## config.mk

```make
export PLATFORM = sky130hd
export DESIGN_NAME = block_ram_arbiter
export DESIGN_NICKNAME = d
export VERILOG_FILES = /design/src/rtl/breakout_pkg.sv /design/src/rtl/block_alive_mem.sv /design/src/rtl/block_ram_arbiter.sv
export SDC_FILE = /design/constraint.sdc
export NUM_CORES = 1
export LEC_CHECK = 0
export BUFFER_PORTS_ARGS = -buffer_cell sky130_fd_sc_hd__buf_4
export CAP_MARGIN = 20
export CORE_MARGIN = 3
export CORE_UTILIZATION = 46
export CTS_CLUSTER_SIZE = 30
export DETAILED_ROUTE_END_ITERATION = 7
export PLACE_DENSITY = 0.63
export SLEW_MARGIN = 20
export SYNTH_ARGS = -nofsm -noshare
export SYNTH_HDL_FRONTEND = slang
export SYNTH_SLANG_ARGS = --single-unit
```

## constraint.sdc

```tcl
create_clock -name CLK -period 4.08 [get_ports CLK]
set_input_delay 0.204 -clock CLK [delete_from_list [all_inputs] [get_ports CLK]]
set_output_delay 0.204 -clock CLK [all_outputs]
set_load 0.005 [all_outputs]
```

## src/rtl/breakout_pkg.sv

```systemverilog
// Shared definitions for the brick alive-bit store and its arbiter.
package breakout_pkg;

    // Default number of bricks tracked on the playfield.
    localparam int NUM_BLOCKS_DEF = 96;

    // Default brick address width (covers up to 128 bricks).
    localparam int ADDR_W_DEF = 7;

    // Arbiter states: SWEEP rewrites every brick alive; IDLE serves the clients.
    typedef enum logic [0:0] {
        ST_SWEEP = 1'b0,
        ST_IDLE  = 1'b1
    } arb_state_e;

    // Reports whether a brick address falls inside the tracked range.
    function automatic logic addr_in_range(input logic [7:0] addr, input int depth);
        logic in_range;
        if (int'(addr) < depth) begin
            in_range = 1'b1;
        end else begin
            in_range = 1'b0;
        end
        return in_range;
    endfunction

endpackage

```

## src/rtl/block_alive_mem.sv

```systemverilog
// Single-port alive-bit store: one access per cycle, registered read data.
// A write returns the previous contents on its read port (read-before-write),
// which is how the physics client learns the brick state before its kill.
// Addresses outside the tracked range read as 0 and ignore writes.
module block_alive_mem
    import breakout_pkg::*;
#(
    parameter int DEPTH  = NUM_BLOCKS_DEF,
    parameter int ADDR_W = ADDR_W_DEF
) (
    input  logic              clk,
    input  logic              rst_n,
    input  logic              en,
    input  logic              we,
    input  logic [ADDR_W-1:0] addr,
    input  logic              wdata,
    output logic              rdata
);

    logic mem_r [DEPTH];
    logic rdata_r;
    logic in_range_s;

    assign in_range_s = addr_in_range(8'(addr), DEPTH);
    assign rdata      = rdata_r;

    // Storage array; contents are defined by the arbiter's sweep, not by reset.
    always_ff @(posedge clk) begin
        if (en && we && in_range_s) begin
            mem_r[addr] <= wdata;
        end
    end

    // Read register: captures the pre-access value of the addressed brick.
    always_ff @(posedge clk or negedge rst_n) begin
        if (!rst_n) begin
            rdata_r <= 1'b0;
        end else if (en) begin
            if (in_range_s) begin
                rdata_r <= mem_r[addr];
            end else begin
                rdata_r <= 1'b0;
            end
        end else begin
            rdata_r <= rdata_r;
        end
    end

endmodule

```

## src/rtl/block_ram_arbiter.sv

```systemverilog
// Arbitrates the single alive-bit port between the init sweep, the renderer
// and the physics engine (priority in that order), and tracks the number of
// bricks still alive.
module block_ram_arbiter
    import breakout_pkg::*;
#(
    parameter int NUM_BLOCKS = NUM_BLOCKS_DEF,
    parameter int ADDR_W     = ADDR_W_DEF
) (
    input  logic              CLK,
    input  logic              RESET_N,
    input  logic              R_EN,
    input  logic [ADDR_W-1:0] R_ADDR,
    output logic              R_ALIVE,
    input  logic              P_REQ,
    input  logic              P_WE,
    input  logic [ADDR_W-1:0] P_ADDR,
    output logic              P_GNT,
    output logic              P_VALID,
    output logic              P_ALIVE,
    input  logic              INIT_REQ,
    output logic              BUSY,
    output logic [ADDR_W:0]   ALIVE_COUNT,
    output logic              LEVEL_CLEAR
);

    localparam logic [ADDR_W-1:0] LAST_ADDR  = ADDR_W'(NUM_BLOCKS - 1);
    localparam logic [ADDR_W-1:0] ADDR_ZERO  = ADDR_W'(0);
    localparam logic [ADDR_W-1:0] ADDR_ONE   = ADDR_W'(1);
    localparam logic [ADDR_W:0]   COUNT_FULL = (ADDR_W + 1)'(NUM_BLOCKS);
    localparam logic [ADDR_W:0]   COUNT_ZERO = (ADDR_W + 1)'(0);
    localparam logic [ADDR_W:0]   COUNT_ONE  = (ADDR_W + 1)'(1);

    arb_state_e        state_r;
    arb_state_e        state_nxt_s;
    logic [ADDR_W-1:0] sweep_addr_r;
    logic [ADDR_W-1:0] sweep_addr_nxt_s;
    logic              sweep_done_s;

    logic              mem_en_s;
    logic              mem_we_s;
    logic [ADDR_W-1:0] mem_addr_s;
    logic              mem_wdata_s;
    logic              mem_rdata_s;

    logic              p_gnt_s;
    logic              rd_issue_s;
    logic              rd_zero_s;

    logic              rd_pend_r;
    logic              rd_zero_r;
    logic              r_hold_r;
    logic              r_alive_s;
    logic              p_valid_r;
    logic              p_kill_r;
    logic              kill_hit_s;
    logic [ADDR_W:0]   count_r;

    block_alive_mem #(
        .DEPTH  (NUM_BLOCKS),
        .ADDR_W (ADDR_W)
    ) u_mem (
        .clk   (CLK),
        .rst_n (RESET_N),
        .en    (mem_en_s),
        .we    (mem_we_s),
        .addr  (mem_addr_s),
        .wdata (mem_wdata_s),
        .rdata (mem_rdata_s)
    );

    // Next-state, port steering and grant decision for the current cycle.
    always_comb begin
        state_nxt_s      = state_r;
        sweep_addr_nxt_s = sweep_addr_r;
        sweep_done_s     = 1'b0;
        mem_en_s         = 1'b0;
        mem_we_s         = 1'b0;
        mem_addr_s       = ADDR_ZERO;
        mem_wdata_s      = 1'b0;
        p_gnt_s          = 1'b0;
        rd_issue_s       = 1'b0;
        rd_zero_s        = 1'b0;
        case (state_r)
            ST_SWEEP: begin
                // Sweep owns the port; a renderer read in this window returns 0.
                mem_en_s    = 1'b1;
                mem_we_s    = 1'b1;
                mem_addr_s  = sweep_addr_r;
                mem_wdata_s = 1'b1;
                rd_issue_s  = R_EN;
                rd_zero_s   = 1'b1;
                if (INIT_REQ) begin
                    sweep_addr_nxt_s = ADDR_ZERO;
                end else if (sweep_addr_r == LAST_ADDR) begin
                    sweep_done_s     = 1'b1;
                    state_nxt_s      = ST_IDLE;
                    sweep_addr_nxt_s = ADDR_ZERO;
                end else begin
                    sweep_addr_nxt_s = sweep_addr_r + ADDR_ONE;
                end
            end
            ST_IDLE: begin
                if (R_EN) begin
                    mem_en_s   = 1'b1;
                    mem_addr_s = R_ADDR;
                    rd_issue_s = 1'b1;
                end else if (P_REQ && !INIT_REQ) begin
                    // Physics kill writes 0; a read-only op just samples.
                    mem_en_s    = 1'b1;
                    mem_we_s    = P_WE;
                    mem_addr_s  = P_ADDR;
                    mem_wdata_s = 1'b0;
                    p_gnt_s     = 1'b1;
                end else begin
                    mem_en_s = 1'b0;
                end
                if (INIT_REQ) begin
                    state_nxt_s      = ST_SWEEP;
                    sweep_addr_nxt_s = ADDR_ZERO;
                end else begin
                    state_nxt_s = ST_IDLE;
                end
            end
            default: begin
                state_nxt_s      = ST_SWEEP;
                sweep_addr_nxt_s = ADDR_ZERO;
            end
        endcase
    end

    // FSM state and sweep pointer.
    always_ff @(posedge CLK or negedge RESET_N) begin
        if (!RESET_N) begin
            state_r      <= ST_SWEEP;
            sweep_addr_r <= ADDR_ZERO;
        end else begin
            state_r      <= state_nxt_s;
            sweep_addr_r <= sweep_addr_nxt_s;
        end
    end

    // Pipeline flags tracking which client owns the read data next cycle.
    always_ff @(posedge CLK or negedge RESET_N) begin
        if (!RESET_N) begin
            rd_pend_r <= 1'b0;
            rd_zero_r <= 1'b0;
            r_hold_r  <= 1'b0;
            p_valid_r <= 1'b0;
            p_kill_r  <= 1'b0;
        end else begin
            rd_pend_r <= rd_issue_s;
            rd_zero_r <= rd_zero_s;
            r_hold_r  <= r_alive_s;
            p_valid_r <= p_gnt_s;
            p_kill_r  <= p_gnt_s & P_WE;
        end
    end

    // Committed alive count: full after a sweep, minus one per effective kill.
    always_ff @(posedge CLK or negedge RESET_N) begin
        if (!RESET_N) begin
            count_r <= COUNT_ZERO;
        end else if (sweep_done_s) begin
            count_r <= COUNT_FULL;
        end else if (kill_hit_s) begin
            count_r <= count_r - COUNT_ONE;
        end else begin
            count_r <= count_r;
        end
    end

    // A kill only counts if the pre-access bit (now on the read port) was alive,
    // so the decrement is visible in the same cycle as P_VALID.
    assign kill_hit_s  = p_valid_r & p_kill_r & mem_rdata_s;
    assign r_alive_s   = rd_pend_r ? (mem_rdata_s & ~rd_zero_r) : r_hold_r;

    assign R_ALIVE     = r_alive_s;
    assign P_GNT       = p_gnt_s;
    assign P_VALID     = p_valid_r;
    assign P_ALIVE     = p_valid_r & mem_rdata_s;
    assign BUSY        = (state_r == ST_SWEEP);
    assign ALIVE_COUNT = kill_hit_s ? (count_r - COUNT_ONE) : count_r;
    assign LEVEL_CLEAR = kill_hit_s & (count_r == COUNT_ONE);

endmodule

```

# ---- Yosys cells after proc, flatten, opt, wreduce, memory -nomap -nowiden
# Memory sizes are Yosys's and may differ from the RTL's.
# Index checks and enable logic that the tools add are counted.
dict set report classes {
  addsub 2
  magnitude_cmp 1
  n_eq_ne 3
  muxes 31
  bitwise 8
  reduce_logical 4
}
# operator n
set op_table {}
lappend op_table {{$mux 7} 5}
lappend op_table {{$pmux 7 s2} 2}
lappend op_table {{$mux 1} 17}
lappend op_table {{$mux 8} 2}
lappend op_table {{$pmux 1 s2} 5}
lappend op_table {{$eq 8x1->1 const B} 1}
lappend op_table {{$sub 8x1->8 const B} 1}
lappend op_table {{$add 7x1->7 const B} 1}
lappend op_table {{$eq 7x7->1 const B} 1}
lappend op_table {{$lt 7x7->1 const B} 1}
lappend op_table {{$and 1x1->1} 6}
lappend op_table {{$logic_and 1x1->1} 3}
lappend op_table {{$ne 2x2->1 const B} 1}
lappend op_table {{$not 1->1} 2}
lappend op_table {{$logic_not 1->1} 1}
dict set report totals {
  register_bits 22
  ram_bits 96
  in_bits 20
  output_inout_bits 14
  elab_cells 59
  mem_count 1
}
# memory words width rd rd_ports_with_merged_regs wr line_no
set memory_table {}
lappend memory_table {u_mem.mem_r 96 1 1 0 1 block_alive_mem.sv:20} ;# logic mem_r [DEPTH];

# ---- Longest topological paths before layout
# Gate-level depths: netlist of the first run.
dict set report logic_depth {
  word_depth 10
  depth_mapped 12
  ltp_nobuf 8
}

# ---- Cells and area by module
# A second synthesis of the first run with hierarchy kept.
dict set report unflattened {
  hier_cells 450
  area_unflattened_um2 5594.1
}
# mod instances cells_each area_per_inst_um2 seq_area_each_um2
set modules_own_cells {}
lappend modules_own_cells {block_alive_mem 1 326 4375.4 2907.8}
lappend modules_own_cells {block_ram_arbiter 1 124 1218.7 525.5}

# ---- Least setup slack after synthesis of the first run
# OpenSTA, ideal clock, no wires.
dict set report synth_timing {
  path_type {register to register}
  from {reg state_r}
  to {reg u_mem.rdata_r, in the netlist u_mem.rdata}
  setup_ns 0.087
  arrival_ns 3.238
  t_required_ns 3.993
  slack_ns 0.755
  path_stages_with_launch 9
  path_buffers 1
  synth_period_minus_slack_ns 3.325
  cell_sequence {dfrtp_1 -> buf_2 -> inv_1 -> a221oi_2 -> o221ai_1 -> a21oi_1 -> or4_1 -> a211o_1 -> a211oi_2}
}
dict set report synth_between {
  elab_chain_len 5
  elab_cells_between_ends 7
  classes_between {1 x order compare; 4 x mux; 1 x bitwise; 1 x memory}
}
# element line_no
set synth_rtl {}
lappend synth_rtl {{start: declaration} block_ram_arbiter.sv:34} ;# arb_state_e state_r;
lappend synth_rtl {{start signal: assignment} block_ram_arbiter.sv:138} ;# state_r <= state_nxt_s;
lappend synth_rtl {{$not 1->1 (*)} -}
lappend synth_rtl {{net BUSY} block_ram_arbiter.sv:22} ;# output logic BUSY,
lappend synth_rtl {{parallel branches: the longest is 4 deep, another holds $mem_v2 96x1} -}
lappend synth_rtl {{end signal: assignment} block_alive_mem.sv:40} ;# rdata_r <= mem_r[addr];
lappend synth_rtl {{end signal: assignment} block_alive_mem.sv:45} ;# rdata_r <= rdata_r;
lappend synth_rtl {{end: declaration} block_alive_mem.sv:21} ;# logic rdata_r;
# Mark *: on every way through the listed nets, which the timed path passes.
# A chain may end at the register's enable or synchronous reset.

# ---- Worst setup path after layout of the first run
dict set report layout_timing {
  from {reg state_r}
  to {reg u_mem.rdata_r, in the netlist u_mem.rdata}
}
dict set report layout_between {
  elab_chain_len 5
  elab_cells_between_ends 7
  classes_between {1 x order compare; 4 x mux; 1 x bitwise; 1 x memory}
}
# element
set layout_rtl {}
lappend layout_rtl {{parallel branches: the longest is 5 deep, another holds $mem_v2 96x1}}
# Parallel ways; which one is timed is not known.

==> results of run 1 <==
-- logic make-up (layout without fill, tap and decap cells) --
family	Yosys count	count (layout)	synth area share [%]
adder cells (fa/ha/maj)	3	3	0.6594
AO/OA/AOI/OAI	69	69	9.187
AND/OR/NAND/NOR	267	267	21.30
multiplexers	26	26	4.615
XOR/XNOR	9	9	1.385
buffers and inverters	31	81	2.549
flip-flops	118	118	60.31
-- registers in the layout, indices dropped and copies added (netlist names) --
register / count
rd_pend_r: 1
p_kill_r: 1
rd_zero_r: 1
r_hold_r: 1
u_mem.mem_r: 96
count_r: 8
state_r: 1
u_mem.rdata: 1
P_VALID: 1
sweep_addr_r: 7
-- cell usage in the layout (no fill, tap or decap), types with 4 or more instances in the layout --
cell       instances
xnor2_1            6
a31oi_1            4
o221ai_1           5
buf_4             42
nand2b_1          12
nand3_1           28
o21ai_0            5
dfrtp_1           22
a21oi_1           18
bufinv_16          4
edfxtp_1          96
a211oi_1           5
and2_1             9
mux2i_1           24
inv_1              5
clkbuf_16         17
nand2_1           75
nor2_1           115
-- power by group --
group / switching (mW) / leakage [nW] / internal (mW)
Combinational: 0.150 / 1.03 / 0.0790
Clock: 0.534 / 0.293 / 1.02
Sequential: 0.0119 / 0.837 / 1.30
-- worst max-delay path by stage --
| stage | endpoint | slack [ps] | cells after the start |
|---|---|---|---|
| 2_1_floorplan | u_mem.rdata | 750 | 8 |
| 3_3_place_gp | u_mem.rdata | 940 | 9 |
| 3_5_place_dp | u_mem.rdata | 880 | 9 |
| 4_1_cts | u_mem.rdata | 860 | 9 |
| 5_1_grt | u_mem.rdata | 570 | 9 |
| 6_report | u_mem.rdata | 830 | 9 |
-- cell type report --
| class | instances | area [sq um] | share of cell area [%] |
|---|---|---|---|
| Sequential cell | 118 | 3433 | 51.05 |
| Timing Repair Buffer | 43 | 325.3 | 4.837 |
| Tap cell | 168 | 210.2 | 3.126 |
| Clock inverter | 13 | 178.9 | 2.660 |
| Clock buffer | 19 | 432.9 | 6.437 |
| Multi-Input combinational cell | 374 | 2122 | 31.55 |
| Inverter | 6 | 22.52 | 0.3349 |
-- timing repair --
action                                 4_1_cts  5_1_grt
endpoints found under the hold margin       22        0
hold buffers                                 1        0
buffers inserted                             0        0
gates resized for setup                      0        0
-- routing by layer --
metal  track usage (%)  vias up  part of all wire (%)
met4             8.410        0                   1.9
li1                  -     1945                     -
met2             33.67      172                    48
met3             5.758       31                   7.4
met1             27.98     2062                    43
met5                 0        -                     0
==> out/qor.yml, run 1 <==
synth:
  yosys.area.top_type: "edfxtp_1"
  netlist_area_sq_um: 5693
  synth_cell_types: 61
  synth-edff-count: 96
  yosysTopAreaCellShare_pct: 50.64
  syn_avg_cell_area_sq_um: 10.89
  synth_common_cells: "nor2_1 (115), edfxtp_1 (96), nand2_1 (75), nand3_1 (28), mux2i_1 (24)"
  syn_nets: 546
  synth_area_leaders: "edfxtp_1 (51%), dfrtp_1 (9.7%), nor2_1 (7.6%)"
  synth_flop_cell: "edfxtp_1"
  seq_area_frac_synth_pct: 60.31
  ys_warn_count: 0
  ys_ff_latch: 118
  syn_inst: 523
  async_flop_share_pct: 18.64
  synth.most_common_cell: "nor2_1"
die:
  coreArea_sq_um: 12060
  rows: 40
  start_util_pct: 47.20
  io_pins: 34
  fp.dieH_um: 117.2
  die_width_um: 117.2
  die_area_sq_um: 13750
worst_setup_path:
  setup.worst_path.start: "state_r"
  crit_slowest_cell: "dfrtp_1"
  ff2ff_path_depth: 9
  end_kind: "flop"
  path_buf_inv: 1
  critPathArrivalTime_ps: 3590
  r2r_end: "u_mem.rdata"
  crit_required_ps: 4420
  start_kind: "flop"
  critPathMaxFanout: 25
  criticalPathCategory: "flop to flop"
  cp_cell_sequence: "a21boi_2 -> a21o_1 -> buf_4 -> nand2_1 -> o221ai_1 -> a21oi_1 -> or4_1 -> a211o_1 -> a211oi_2"
  timing.rr.start: "state_r"
  max_stage_delay_ps: 830
  reg2reg_slack_ps: 830
  critPathTopFamily: "compound AO/OA/AOI/OAI gates"
detailed_routing:
  post_drt_wl_per_cell_um: 18.53
  viasPerCell: 5.682
  drtPass1Iterations: 5
  route.detailed.drc: 0
  finalWirelength_um: 13730
  vias: 4210
  ant_nets: 0
  drtIter0Drc: 513
timing:
  worst_pin_slew_ps: 872.2
  fin_setup_tns_ps: 0
  whs_ps: 42.24
  fmax_mhz: 307.3
  skew_ps: 15.50
  hold_violations: 0
  maxSlewHeadroom_pct: 41.85
  slew_violations: 0
  finalSetupViolations: 0
  timing.final.ws_setup_ps: 825.6
  finalCritPeriodShare_pct: 79.76
  rsz0062_at_grt: "false"
  min_period_ps: 3254
global_routing:
  grt_remaining_overflow: 0
  grt_max_degree: 100
  first_global_vias: 4007
  grtUsageTotal_pct: 21.29
  grt_pass1_wl_um: 21510
  antenna_found_initial: 0
cts:
  cts_buffers: 17
  cts_max_level: 4
  clk_pin_slew_ps: 60
  clk_latency_ps: 420
  cts_tree: "built"
  root_buffer: "clkbuf_16"
  clock_sinks: 118
  clock_path_buffers: 2
finish:
  utilization_pct: 55.76
  fillCellCount: 1043
  area_growth_pct: 18.13
  layout.cells.non_filler: 741
  antennaDiodeCount: 0
  drive_above_1_share_pct: 15.18
  fin_area_sq_um: 6725
  final_nets: 583
min_path:
  min-delay-start: "R_EN"
  hold_class: "input pin to flop"
  hold_path_end: "rd_pend_r"
  hold_depth: 1
placement:
  dp_cells: 708
  numPortBuffers: 33
  dp_hpwl_um: 9057
  pre_cts_slack_ps: 882.6
  place_area_sq_um: 6103
  globalplace.congestion: 0.8969
pwr:
  peakVddDrop_v: 0.0002592
  power.density_nw_per_um2: 459.5
  leakage_nw: 2.159
  power.total_mw: 3.090
status:
  status: "finished, final reports clean"
run:
  max-cap-violations: 0
No activity file was read; power rests on OpenSTA's default activity.
==> run 2: changes to the inputs <==
--- a/config.mk
+++ b/config.mk
@@ -5,6 +5,7 @@
 export SDC_FILE = /design/constraint.sdc
 export NUM_CORES = 1
 export LEC_CHECK = 0
+export ABC_AREA = 1
 export BUFFER_PORTS_ARGS = -buffer_cell sky130_fd_sc_hd__buf_4
 export CAP_MARGIN = 20
 export CORE_MARGIN = 3
==> constraint.sdc (replaced) <==
create_clock -name CLK -period 3.2 [get_ports CLK]
set_input_delay 0.16 -clock CLK [delete_from_list [all_inputs] [get_ports CLK]]
set_output_delay 0.16 -clock CLK [all_outputs]
set_load 0.005 [all_outputs]
==> run 2 against run 1 <==
Net effect: sequential share of layout area decreased by 0.076 points; global-route usage decreased by 0.62 points; cell area increased by 0.15%; die area increased by 2.1%; sequential cell count unchanged; critical endpoint is now u_mem.mem_r[91].
==> out/qor.yml, run 2 <==
status:
  status: "finished, final reports clean"  # unchanged
timing:
  rsz0062_at_grt: "false"  # unchanged
  fin_setup_tns_ps: 0  # unchanged
  min_period_ps: 2642  # was 3254 ps
  whs_ps: 148.2  # was 42.24 ps
  finalSetupViolations: 0  # unchanged
  slew_violations: 0  # unchanged
  worst_pin_slew_ps: 569.6  # was 872.2 ps
  skew_ps: 5.569  # was 15.50 ps
  finalCritPeriodShare_pct: 82.56  # was 79.76%
  timing.final.ws_setup_ps: 558.1  # was 825.6 ps
  hold_violations: 0  # unchanged
  maxSlewHeadroom_pct: 61.99  # was 41.85%
  fmax_mhz: 378.5  # was 307.3 MHz
placement:
  dp_hpwl_um: 9279  # was 9057 um
  numPortBuffers: 33  # unchanged
  pre_cts_slack_ps: 570.1  # was 882.6 ps
  globalplace.congestion: 0.9387  # was 0.8969
die:
  die_width_um: 118.5  # was 117.2 um
  coreArea_sq_um: 12160  # was 12060 sq um
  start_util_pct: 47.83  # was 47.20%
  die_area_sq_um: 14030  # was 13750 sq um
  fp.dieH_um: 118.5  # was 117.2 um
  rows: 40  # unchanged
  io_pins: 34  # unchanged
finish:
  area_growth_pct: 15.79  # was 18.13%
  layout_common_cells: "nor2_1 (145), nand2_1 (140), nand3_1 (111)"  # was nor2_1 (115), edfxtp_1 (96), nand2_1 (75)
  top_register: "u_mem.mem_r"  # unchanged
  largest_reg_flops: 96  # unchanged
  drive_above_1_share_pct: 12.29  # was 15.18%
  top_regs: "u_mem.mem_r x96, count_r x8, sweep_addr_r x7"  # unchanged
  final_nets: 718  # was 583
  antennaDiodeCount: 0  # unchanged
  layout_commonest_cell: "nor2_1"  # unchanged
  fillCellCount: 1107  # was 1043
worst_setup_path:
  criticalPathCategory: "flop to flop"  # unchanged
  end_kind: "flop"  # unchanged
  critPathMaxFanout: 17  # was 25
  critPathArrivalTime_ps: 2760  # was 3590 ps
  start_kind: "flop"  # unchanged
  crit_required_ps: 3320  # was 4420 ps
global_routing:
  grt_max_degree: 55  # was 100
  first_global_vias: 4444  # was 4007
  antenna_found_initial: 0  # unchanged
  use_met2_pct: 33.37  # was 33.67%
  grt_remaining_overflow: 0  # unchanged
  grtUsageTotal_pct: 20.67  # was 21.29%
  top_usage_layer: "met2"  # unchanged
  grt_pass1_wl_um: 22390  # was 21510 um
  use_met3_pct: 4.354  # was 5.758%
  use_met1_pct: 27.09  # was 27.98%
synth:
  netlist_area_sq_um: 5817  # was 5693 sq um
  syn_avg_cell_area_sq_um: 8.922  # was 10.89 sq um
  yosys.area.top_type: "edfxtp_1"  # unchanged
  synth_common_cells: "nor2_1 (145), nand2_1 (140), nand3_1 (111), edfxtp_1 (96), inv_1 (52)"  # was nor2_1 (115), edfxtp_1 (96), nand2_1 (75), nand3_1 (28), mux2i_1 (24)
  seq_area_frac_synth_pct: 59.02  # was 60.31%
  synth-edff-count: 96  # unchanged
  synth.most_common_cell: "nor2_1"  # unchanged
  synth_area_leaders: "edfxtp_1 (50%), nand3_1 (9.6%), dfrtp_1 (9.5%)"  # was edfxtp_1 (51%), dfrtp_1 (9.7%), nor2_1 (7.6%)
  yosysTopAreaCellShare_pct: 49.56  # was 50.64%
  ys_ff_latch: 118  # unchanged
  async_flop_share_pct: 18.64  # unchanged
  syn_nets: 675  # was 546
  synth_flop_cell: "edfxtp_1"  # unchanged
  ys_warn_count: 0  # unchanged
  syn_inst: 652  # was 523
  synth_cell_types: 31  # was 61
cts:
  root_buffer: "clkbuf_16"  # unchanged
  cts_hold_buffers: 4  # was 1
  cts_max_level: 4  # unchanged
  clock_path_buffers: 2  # unchanged
  cts_buffers: 17  # unchanged
  cts_resized: 0  # unchanged
  clock_sinks: 118  # unchanged
  clk_pin_slew_ps: 50  # was 60 ps
  clk_latency_ps: 420  # about the same
  cts_tree: "built"  # unchanged
  post_cts_buffers: 0  # unchanged
detailed_routing:
  ant_nets: 0  # unchanged
  route.detailed.drc: 0  # unchanged
  vias: 4596  # was 4210
  drtIter0Drc: 362  # was 513
  viasPerCell: 5.247  # was 5.682
  finalWirelength_um: 13720  # was 13730 um
  drtPass1Iterations: 5  # unchanged
  post_drt_wl_per_cell_um: 15.66  # was 18.53 um
pwr:
  peakVddDrop_v: 0.0003386  # was 0.0002592 V
  power.total_mw: 3.505  # was 3.090 mW
  leakage_nw: 2.630  # was 2.159 nW
  power.density_nw_per_um2: 520.4  # was 459.5 nW/um^2
run:
  max-cap-violations: 0  # unchanged
min_path:
  hold_class: "input pin to flop"  # unchanged
[run 2: changes by cell type after synthesis, sizes merged, moves of 10 or more]
cell | before | now
nand3 | 28 | 111
inv | 6 | 60
o21ai | 5 | 17
clkbuf | 10 | 0
nor2 | 115 | 152
nand2b | 12 | 0
nand2 | 77 | 146
a21oi | 19 | 5
mux2i | 24 | 0
[run 2: power breakdown]
| group | switching [mW] | leakage (nW) | internal [mW] | total, mW |
|---|---|---|---|---|
| combinational | 0.186 | 1.30 | 0.0911 | 0.277 |
| clock | 0.599 | 0.237 | 0.965 | 1.56 |
| sequential | 0.00968 | 1.09 | 1.65 | 1.66 |
| total | 0.794 | 2.63 | 2.71 | 3.51 |
[run 2: cell type report]
cell class | instances | area [sq um] | share of cell area [%]
Clock inverter | 8 | 33.78 | 0.5016
Inverter | 60 | 227.7 | 3.381
Sequential cell | 118 | 3433 | 50.98
Timing Repair Buffer | 44 | 352.8 | 5.239
Clock buffer | 24 | 451.7 | 6.706
Multi-Input combinational cell | 454 | 2026 | 30.08
Tap cell | 168 | 210.2 | 3.121
[run 2: worst paths after layout]
kind / endpoint / cells after the start / slack, ps / start
worst max-delay path: u_mem.mem_r[91] / 10 / 560 / state_r
worst min-delay path: P_VALID / 5 / 150 / P_REQ
worst max register to register: u_mem.mem_r[91] / 10 / 560 / state_r
worst min register to register: r_hold_r / 1 / 500 / rd_pend_r
max in group asynchronous: count_r[4] / 2 / 2800 / RESET_N
min in group asynchronous: rd_zero_r / 2 / 180 / RESET_N
[run 2: cells by family after synthesis]
kind of cell / after synthesis / share of synthesized area (%)
xor gates and xnor gates: 7 / 1.054
DFF: 118 / 59.02
and+or+nand+nor: 418 / 30.50
AOI/OAI and AO/OA: 26 / 2.624
buffers and inverters: 80 / 6.152
adders and majority gates: 3 / 0.6454
[run 2: metal layers]
layer / up-vias / wire length [um]
met2: 132 / 6714
met5: - / 0
met3: 24 / 759
met1: 2209 / 5966
li1: 2231 / -
met4: 0 / 278
[run 2: worst max-delay path, cell delays in order, from the launching register on]
cell and delay [ps]:
dfrtp_1 640, inv_4 130, nor2_2 130, nand3_1 90, nand2_2 120, inv_1 60
nor2_2 440, inv_1 120, nor2_1 150, nand2_1 240, nor2_1 210
[run 2: per-stage QoR]
step / instance area [sq um] / util [%] / instances
finish: 6735 / 55.38 / 876
global route: 6735 / 55.38 / 876
CTS: 6735 / 55.38 / 876
detailed placement: 6210 / 51.06 / 840
global placement: 6210 / 51.06 / 840
floorplan: 5817 / - / 652
==> run 3: changes to the inputs <==
==> constraint.sdc (replaced) <==
create_clock -name CLK -period 2.7 [get_ports CLK]
set_input_delay 0.135 -clock CLK [delete_from_list [all_inputs] [get_ports CLK]]
set_output_delay 0.135 -clock CLK [all_outputs]
set_load 0.005 [all_outputs]
==> run 3 against run 2 <==
Net effect: via count increased by 1.9%; clock skew is 1.9 ps higher; cell area rose by 1.7%; register-to-register slack got worse by 310 ps; sequential cell count stayed put; routed wire length grew 4.7%; critical endpoint is now u_mem.mem_r[86]; highest routed layer unchanged.
==> out/qor.yml, run 3 (synthesized netlist as in run 2, its figures left out) <==
placement:
  globalplace.congestion: 0.8852  # was 0.9387
  place_area_sq_um: 6217  # was 6210 sq um
  numPortBuffers: 33  # unchanged
  dp_hpwl_um: 9506  # was 9279 um
cts:
  clk_latency_ps: 410  # was 420 ps
  clock_path_buffers: 2  # unchanged
  cts_tree: "built"  # unchanged
  cts_buffers: 17  # unchanged
  root_buffer: "clkbuf_16"  # unchanged
  clk_pin_slew_ps: 50  # about the same
  post_cts_buffers: 0  # unchanged
  cts_max_level: 4  # unchanged
  clock_sinks: 118  # unchanged
pwr:
  peakVddDrop_v: 0.0005637  # was 0.0003386 V
  power.density_nw_per_um2: 668.6  # was 520.4 nW/um^2
  leakage_nw: 2.689  # was 2.630 nW
worst_setup_path:
  criticalPathCategory: "flop to flop"  # unchanged
  critPathMaxFanout: 37  # was 17
  crit_required_ps: 2810  # was 3320 ps
  critPathArrivalTime_ps: 2560  # was 2760 ps
  start_kind: "flop"  # unchanged
  end_kind: "flop"  # unchanged
timing:
  maxSlewHeadroom_pct: 59.99  # was 61.99%
  fin_setup_tns_ps: 0  # unchanged
  min_period_ps: 2450  # was 2642 ps
  hold_violations: 0  # unchanged
  fmax_mhz: 408.1  # was 378.5 MHz
  finalSetupViolations: 0  # unchanged
  skew_ps: 7.429  # was 5.569 ps
  worst_pin_slew_ps: 600.2  # was 569.6 ps
  finalCritPeriodShare_pct: 90.75  # was 82.56%
  rsz0062_at_grt: "false"  # unchanged
  slew_violations: 0  # unchanged
die:
  rows: 40  # unchanged
  start_util_pct: 47.83  # unchanged
  fp.dieH_um: 118.5  # unchanged
  coreArea_sq_um: 12160  # unchanged
  io_pins: 34  # unchanged
  die_area_sq_um: 14030  # unchanged
  die_width_um: 118.5  # unchanged
detailed_routing:
  finalWirelength_um: 14360  # was 13720 um
  drtPass1Iterations: 5  # unchanged
  drtIter0Drc: 465  # was 362
  vias: 4682  # was 4596
  viasPerCell: 5.339  # was 5.247
  route.detailed.drc: 0  # unchanged
  post_drt_wl_per_cell_um: 16.37  # was 15.66 um
  ant_nets: 0  # unchanged
run:
  max-cap-violations: 0  # unchanged
min_path:
  hold_class: "input pin to flop"  # unchanged
finish:
  drive_above_1_share_pct: 13.26  # was 12.29%
  fin_area_sq_um: 6853  # was 6735 sq um
  top_register: "u_mem.mem_r"  # unchanged
  antennaDiodeCount: 0  # unchanged
  largest_reg_flops: 96  # unchanged
  area_growth_pct: 17.81  # was 15.79%
  layout_common_cells: "nor2_1 (145), nand2_1 (140), nand3_1 (111)"  # unchanged
  final_nets: 719  # was 718
  fillCellCount: 1093  # was 1107
  layout_commonest_cell: "nor2_1"  # unchanged
  top_regs: "u_mem.mem_r x96, count_r x8, sweep_addr_r x7"  # unchanged
global_routing:
  grt_remaining_overflow: 0  # unchanged
  grtUsageTotal_pct: 21.58  # was 20.67%
  first_global_vias: 4600  # was 4444
  grt_max_degree: 70  # was 55
  grt_pass1_wl_um: 23420  # was 22390 um
  antenna_found_initial: 0  # unchanged
status:
  status: "finished, final reports clean"  # unchanged
==> run 3: changes by cell type in the layout (fill, tap and decap cells not counted) <==
cell,previous run,this run
clkbuf_1,7,3
bufinv_16,0,4
buf_4,39,40
clkinvlp_4,0,1
clkinv_2,3,4
clkinv_1,5,3
==> run 3: cell type report <==
| type | count | area [sq um] | share of cell area [%] |
|---|---|---|---|
| inverters | 60 | 227.7 | 3.323 |
| flip-flops and latches | 118 | 3433 | 50.10 |
| multi-input cells | 454 | 2026 | 29.56 |
| well taps | 168 | 210.2 | 3.067 |
| clock buffers | 20 | 436.7 | 6.372 |
| clock inverters | 12 | 158.9 | 2.319 |
| repair buffers | 45 | 360.3 | 5.258 |
==> run 3: path summary, 6_finish.rpt <==
path / from / endpoint / slack, ps / cells after the start
worst max register to register: state_r / u_mem.mem_r[86] / 250 / 9
min in group asynchronous: RESET_N / state_r / 150 / 2
worst min-delay path: P_REQ / P_VALID / 120 / 5
max in group asynchronous: RESET_N / u_mem.rdata / 2300 / 2
worst max-delay path: state_r / u_mem.mem_r[86] / 250 / 9
worst min register to register: count_r[6] / count_r[6] / 520 / 2
==> run 3: metrics by stage <==
| stage | std cells | setup WS, ps | utilization [%] | power [mW] | hold slack [ps] |
|---|---|---|---|---|---|
| after CTS | 877 | 267.5 | 56.35 | 4.601 | 117.4 |
| after detailed placement | 841 | 286.8 | 51.12 | 2.332 | 49.88 |
| after global routing | 877 | 51.05 | 56.35 | 4.748 | 140.8 |
| after floorplan | 652 | 402.6 | - | 2.215 | -160.6 |
| final | 877 | 249.7 | 56.35 | 4.582 | 124.3 |
| after global placement | 841 | 389.9 | 51.12 | 2.328 | 48.52 |
==> run 3: layer usage <==
metal / up-vias / share of wire, % / track usage (%)
met5: - / 0 / 0
met4: 0 / 2.1 / 7.603
met3: 36 / 6.8 / 5.359
met2: 167 / 49 / 35.05
met1: 2238 / 42 / 28.28
li1: 2241 / - / -
==> run 3: where the power goes <==
group	total, mW	switching [mW]	leakage (nW)	internal [mW]
combinational	0.334	0.224	1.31	0.110
clock	2.28	0.753	0.290	1.52
sequential	1.97	0.0118	1.09	1.96
==> run 3: critical path, stage by stage (launching register included) <==
cell	delay, ps
dfrtp_1	400
inv_4	280
nor2_2	120
nand2_1	80
o211ai_1	160
nand2_1	110
inv_1	70
nor2_2	270
nand2_1	410
nor2_1	240
==> run 3: timing repair <==
| item | in CTS | in global routing |
|---|---|---|
| endpoints found under the hold margin | 25 | 0 |
| resized for setup | 0 | 0 |
| hold buffers | 4 | 0 |
